`src/rtl/laser_serial_tx_buffered.sv`:
```
// Laser packet serializer with a one-packet holding buffer.
// A PKT_LENGTH-bit word is sent as UART-style byte frames, most significant
// byte first and LSB first within each byte, with optional parity, one or two
// stop bits and an idle gap after every packet.
module laser_serial_tx_buffered #(
  parameter int CLK_PER_BIT = 54166,
  parameter int PKT_LENGTH  = 288,
  parameter int PARITY_MODE = 0,
  parameter int STOP_BITS   = 1,
  parameter int GAP_BITS    = 2
) (
  input  logic                  clk,
  input  logic                  rst_n,
  input  logic [PKT_LENGTH-1:0] data,
  input  logic                  new_data,
  output logic                  ready,
  output logic                  tx,
  output logic                  busy,
  output logic                  done,
  output logic                  overflow
);

  localparam int NBYTES  = PKT_LENGTH / 8;
  localparam int TW      = (CLK_PER_BIT > 1) ? $clog2(CLK_PER_BIT) : 1;
  localparam int BCW     = $clog2(NBYTES + 1);
  localparam int CNT_MAX = (GAP_BITS > 8) ? GAP_BITS : 8;
  localparam int CW      = $clog2(CNT_MAX + 1);

  localparam logic [TW-1:0]  TIMER_LAST = TW'(CLK_PER_BIT - 1);
  localparam logic [CW-1:0]  DATA_LAST  = CW'(7);
  localparam logic [CW-1:0]  STOP_LAST  = CW'(STOP_BITS - 1);
  localparam logic [CW-1:0]  GAP_LAST   = CW'((GAP_BITS > 0) ? GAP_BITS - 1 : 0);
  localparam logic [BCW-1:0] BYTE_LAST  = BCW'(NBYTES - 1);

  typedef enum logic [2:0] {
    S_IDLE, S_START, S_DATA, S_PARITY, S_STOP, S_GAP
  } state_t;

  typedef enum logic [1:0] {
    SH_KEEP, SH_LOAD_DATA, SH_LOAD_HOLD, SH_NEXT_BYTE
  } shift_op_t;

  // Control registers
  state_t          r_state;
  logic [TW-1:0]   r_timer;
  logic [CW-1:0]   r_bitcnt;
  logic [BCW-1:0]  r_bytecnt;
  logic            r_hold_vld;
  logic            r_tx;
  logic            r_done;
  logic            r_ovf;

  // Data registers (no reset needed: only read while the control says valid)
  logic [PKT_LENGTH-1:0] r_shift;
  logic [PKT_LENGTH-1:0] r_hold;

  // Next-state values
  state_t          w_state_nxt;
  logic [TW-1:0]   w_timer_nxt;
  logic [CW-1:0]   w_bitcnt_nxt;
  logic [BCW-1:0]  w_bytecnt_nxt;
  logic            w_hold_vld_nxt;
  logic            w_tx_nxt;
  logic            w_done_nxt;
  logic            w_ovf_nxt;
  logic            w_hold_load;
  logic            w_pkt_end;
  shift_op_t       w_shift_op;

  logic            w_accept;
  logic            w_bit_end;
  logic [7:0]      w_cur_byte;

  // Parity bit for the byte on the wire; odd mode inverts the XOR.
  function automatic logic parity_bit(input logic [7:0] b);
    parity_bit = (PARITY_MODE == 2) ? ~(^b) : (^b);
  endfunction

  assign w_accept   = new_data && !r_hold_vld;
  assign w_bit_end  = (r_timer == TIMER_LAST);
  assign w_cur_byte = r_shift[PKT_LENGTH-1 -: 8];

  assign ready    = !r_hold_vld;
  assign tx       = r_tx;
  assign busy     = (r_state != S_IDLE);
  assign done     = r_done;
  assign overflow = r_ovf;

  // Next-state, counters, buffer control and the registered value of tx.
  always_comb begin
    w_state_nxt    = r_state;
    w_timer_nxt    = (r_state == S_IDLE || w_bit_end) ? '0 : r_timer + TW'(1);
    w_bitcnt_nxt   = r_bitcnt;
    w_bytecnt_nxt  = r_bytecnt;
    w_hold_vld_nxt = r_hold_vld;
    w_done_nxt     = 1'b0;
    w_ovf_nxt      = new_data && r_hold_vld;
    w_hold_load    = 1'b0;
    w_pkt_end      = 1'b0;
    w_shift_op     = SH_KEEP;
    w_tx_nxt       = 1'b1;

    // Accepted packet: straight to the shifter when idle, else park it.
    if (w_accept) begin
      if (r_state == S_IDLE) begin
        w_shift_op    = SH_LOAD_DATA;
        w_state_nxt   = S_START;
        w_bitcnt_nxt  = '0;
        w_bytecnt_nxt = '0;
      end else begin
        w_hold_load    = 1'b1;
        w_hold_vld_nxt = 1'b1;
      end
    end

    case (r_state)
      S_START: begin
        if (w_bit_end) begin
          w_state_nxt  = S_DATA;
          w_bitcnt_nxt = '0;
        end
      end
      S_DATA: begin
        if (w_bit_end) begin
          if (r_bitcnt == DATA_LAST) begin
            w_state_nxt  = (PARITY_MODE != 0) ? S_PARITY : S_STOP;
            w_bitcnt_nxt = '0;
          end else begin
            w_bitcnt_nxt = r_bitcnt + CW'(1);
          end
        end
      end
      S_PARITY: begin
        if (w_bit_end) begin
          w_state_nxt  = S_STOP;
          w_bitcnt_nxt = '0;
        end
      end
      S_STOP: begin
        if (w_bit_end) begin
          if (r_bitcnt == STOP_LAST) begin
            w_bitcnt_nxt = '0;
            if (r_bytecnt == BYTE_LAST) begin
              w_done_nxt = 1'b1;
              if (GAP_BITS == 0) w_pkt_end = 1'b1;
              else               w_state_nxt = S_GAP;
            end else begin
              w_state_nxt   = S_START;
              w_shift_op    = SH_NEXT_BYTE;
              w_bytecnt_nxt = r_bytecnt + BCW'(1);
            end
          end else begin
            w_bitcnt_nxt = r_bitcnt + CW'(1);
          end
        end
      end
      S_GAP: begin
        if (w_bit_end) begin
          if (r_bitcnt == GAP_LAST) w_pkt_end = 1'b1;
          else                      w_bitcnt_nxt = r_bitcnt + CW'(1);
        end
      end
      default: ;
    endcase

    // End of packet: drain the buffer, or take a request arriving on this
    // very edge directly so it never sits in the buffer while we go idle.
    if (w_pkt_end) begin
      w_bitcnt_nxt  = '0;
      w_bytecnt_nxt = '0;
      if (r_hold_vld) begin
        w_shift_op     = SH_LOAD_HOLD;
        w_hold_vld_nxt = 1'b0;
        w_state_nxt    = S_START;
      end else if (w_accept) begin
        w_shift_op     = SH_LOAD_DATA;
        w_hold_load    = 1'b0;
        w_hold_vld_nxt = 1'b0;
        w_state_nxt    = S_START;
      end else begin
        w_state_nxt = S_IDLE;
      end
    end

    // The byte is stable whenever the next state is DATA or PARITY, since
    // the shifter only moves on entry to START.
    case (w_state_nxt)
      S_START:  w_tx_nxt = 1'b0;
      S_DATA:   w_tx_nxt = w_cur_byte[w_bitcnt_nxt[2:0]];
      S_PARITY: w_tx_nxt = parity_bit(w_cur_byte);
      default:  w_tx_nxt = 1'b1;
    endcase
  end

  // Control state register with synchronous active-low reset.
  always_ff @(posedge clk) begin
    if (!rst_n) begin
      r_state    <= S_IDLE;
      r_timer    <= '0;
      r_bitcnt   <= '0;
      r_bytecnt  <= '0;
      r_hold_vld <= 1'b0;
      r_tx       <= 1'b1;
      r_done     <= 1'b0;
      r_ovf      <= 1'b0;
    end else begin
      r_state    <= w_state_nxt;
      r_timer    <= w_timer_nxt;
      r_bitcnt   <= w_bitcnt_nxt;
      r_bytecnt  <= w_bytecnt_nxt;
      r_hold_vld <= w_hold_vld_nxt;
      r_tx       <= w_tx_nxt;
      r_done     <= w_done_nxt;
      r_ovf      <= w_ovf_nxt;
    end
  end

  // Packet shifter and holding register.
  always_ff @(posedge clk) begin
    case (w_shift_op)
      SH_LOAD_DATA: r_shift <= data;
      SH_LOAD_HOLD: r_shift <= r_hold;
      SH_NEXT_BYTE: r_shift <= r_shift << 8;
      default:      r_shift <= r_shift;
    endcase
    if (w_hold_load) r_hold <= data;
  end

endmodule

```
`config.mk`:
```
export PLATFORM = sky130hd
export DESIGN_NAME = laser_serial_tx_buffered
export DESIGN_NICKNAME = d
export VERILOG_FILES = /design/src/rtl/laser_serial_tx_buffered.sv
export SDC_FILE = /design/constraint.sdc
export NUM_CORES = 1
export LEC_CHECK = 0
export ABC_AREA = 1
export BUFFER_PORTS_ARGS = -buffer_cell sky130_fd_sc_hd__buf_2
export CORE_MARGIN = 4
export CORE_UTILIZATION = 40
export CTS_BUF_LIST = sky130_fd_sc_hd__clkbuf_4 sky130_fd_sc_hd__clkbuf_8
export CTS_CLUSTER_DIAMETER = 30
export DETAILED_ROUTE_END_ITERATION = 12
export GPL_TIMING_DRIVEN = 1
export PLACE_DENSITY = 0.6
export SYNTH_ARGS = -nofsm -noshare
export SYNTH_HDL_FRONTEND = slang
export SYNTH_SLANG_ARGS = --single-unit
```
`constraint.sdc`:
```
create_clock -name clk -period 35.9 [get_ports clk]
set_input_delay 8.975 -clock clk [delete_from_list [all_inputs] [get_ports clk]]
set_output_delay 8.975 -clock clk [all_outputs]
set_load 0.01 [all_outputs]
```
==> flow_metrics.tcl <==
set metrics [dict create \
    outcome "completed" \
    cp_slowest_cell "buf_4" \
    syn_area_sq_um 25000 \
    via_per_inst 5.19 \
    power_switching_mw 0.602 \
    cp_max_fo 68 \
    antenna_found_initial 33 \
    synth_top_area_frac 0.691 \
    synth_seq_cells 609 \
    rsz0062_at_grt "no" \
    post-route-period-util 0.314 \
    skew_ns 0.0513 \
    die_area_sq_um 66700 \
    grt_usage 0.193 \
    area_delta_synth_final_pct 19.9 \
    dr_total_vias 17800 \
    setup_tns_ns 0 \
    ctsHoldBuffers 0 \
    max_slew_margin 0.0993 \
    synth_cell_types 39 \
    setup_viol 0 \
    dr_wl_met2_microns 31300 \
    cts.root.buffer_cell "clkbuf_8" \
    grt_pass1_vias 17600 \
    drt_iter0_markers 1696 \
    clk_latency_ns 0.76 \
    hpwl_microns 39100 \
    max_cap_viol_count 0 \
    vdd.ir_drop.worst_mv 0.0592 \
    path_clk_slew_ns 0.06 \
    p_sw_frac 0.277 \
    synth_nets 2439 \
    arrival_ns 11.65 \
    path_buf_inv 7 \
    die-height_microns 258 \
    cts_tree "done" \
    portBuffers 295 \
    cts_resized 0 \
    syn_avg_cell_area_sq_um 11.7 \
    final_common_cell "nand2_1" \
    synth_area_leaders "edfxtp_1 69%, nand3_1 12%, nand2_1 9.3%" \
    htreeDepth 4 \
    initial_core_util 0.405 \
    p_seq_frac 0.501 \
    cts_max_path_buffers 3 \
    gp_congestion 0.816 \
    max_freq_mhz 88.6 \
    synth_flop_cell "edfxtp_1" \
    highest_layer "met5" \
    synthCells 2142 \
    post_cts_buffers 0 \
    clkPwrFrac 0.380 \
    dpl-instance-area_sq_um 27000 \
    cpLargestDelayFamily "buffers and inverters" \
    postSynth.asyncResetShare 0 \
    layout_min_cycle_time_ns 11.29 \
    final_cell_mix "620 x nand2_1, 590 x nand3_1, 576 x edfxtp_1" \
    p_leak_nw 11.2 \
    hold_violations 0 \
    grt_first_pass_wirelength_microns 101000 \
    rows 91 \
    ant_nets 0 \
    holdWs_ns 0.472 \
    core-area_sq_um 61800 \
    crit_required_ns 36.27 \
    dr.pass1.iters 5 \
    dp_cells 3163 \
    ys_warn_count 0 \
    routed_wl_microns 66200 \
    final_area_sq_um 30000 \
    pwr_density_cell_nw_per_um2 72.4 \
    p_int_mw 1.57 \
    route.met3.wl_microns 5150 \
    ff2ff_setup_slack_ns 31.91 \
    critPathKind "in -> reg" \
    drc 0 \
    ys_seq_area_frac 0.717 \
    synth_top_area_cell "edfxtp_1" \
    fin_cells 3425 \
    die_w_microns 258 \
    hold_class "reg -> reg" \
    drv_slew 0 \
    critPathCaptureType "flip-flop" \
    crit_top_cell "inv_1" \
    final_nets 2764 \
    tightest_slew_ns 1.35 \
    wl_met1_microns 28000 \
    grt_start_max_net_pins 207 \
    io_pins 296 \
    synth_edf_count 576 \
    wire_per_inst_microns 19.3 \
    overflow 0 \
    worstSetupStartpointType "primary input" \
    drive_above_1_share 0.218 \
    p_comb_frac 0.118 \
    numCtsBuffers 139 \
    critical-path-max-stage-delay_ns 0.81 \
    path_cells "buf_2, inv_1, nor2_1, inv_1, nor2_1, inv_1, nand2_1, inv_1, o211ai_1, buf_4, buf_4" \
    cts_sinks 609 \
]
[area by class of cell]
| cell class | count | area (sq um) |
|---|---|---|
| Fill cell | 5562 | 31800 |
| Timing Repair Buffer | 310 | 1630 |
| Clock inverter | 86 | 822 |
| Clock buffer | 165 | 2140 |
| Inverter | 52 | 210 |
| Sequential cell | 609 | 18000 |
| Antenna cell | 11 | 27.5 |
| Multi-Input combinational cell | 1355 | 6180 |
| Tap cell | 837 | 1050 |
[sequential cells by signal, summed over array words and instances (netlist names), named ones only]
register	count
r_hold	288
r_shift	288
r_timer	16
r_bytecnt	6
r_bitcnt	4
r_state	3
done	1
overflow	1
tx	1
[logic make-up after synthesis]
family                     Yosys count  synth area share
AOI/OAI and AO/OA                   48            0.0121
DFF                                609             0.717
xor gates and xnor gates             8           0.00280
and+or+nand+nor                   1293             0.229
buffers and inverters              178            0.0361
adders and majority gates            6           0.00300
[final timing paths]
kind,start,endpoint,cells past startpoint
worst max-delay path,new_data,r_shift[22],11
worst min-delay path,r_timer[0],r_timer[0],1
worst max register to register,r_timer[0],r_shift[94],13
worst min register to register,r_timer[0],r_timer[0],1
[layer usage]
metal	vias to the layer above	GRT usage
li1	8344	-
met1	8599	0.259
met2	669	0.295
met3	135	0.0557
met4	18	0.0808
met5	-	0
[metrics by stage]
step | utilization | total power, mW | setup WS, ns
2_1_floorplan | - | 1.40 | 6.17
3_3_place_gp | 0.437 | 1.35 | 23.89
3_5_place_dp | 0.437 | 1.36 | 23.83
4_1_cts | 0.485 | 2.20 | 24.67
5_1_grt | 0.485 | 2.27 | 24.42
6_report | 0.486 | 2.17 | 24.61
[power groups by stage]
stage	registers, mW	logic [mW]	clock network (mW)
after floorplan	1.24	0.160	0
after global placement	1.10	0.256	0
after detailed placement	1.10	0.260	0
after CTS	1.09	0.261	0.846
after global routing	1.10	0.281	0.883
final	1.09	0.257	0.826
[cell usage after synthesis (3+ instances only)]
cell        n
nand2_1   620
nand3_1   590
edfxtp_1  576
buf_2      52
clkbuf_1   45
inv_1      43
nor2_1     41
dfxtp_1    33
a21oi_1    19
buf_6      16
nor3_1     12
o21ai_0    12
nand4_1    11
a32o_1      8
buf_4       8
inv_2       7
ha_1        6
clkbuf_4    5
xnor2_1     5
nand2_2     4
nand3_2     3
nor2_4      3
nor3b_1     3
o211ai_1    3
xor2_1      3
No activity file was read; power rests on OpenSTA's default activity.
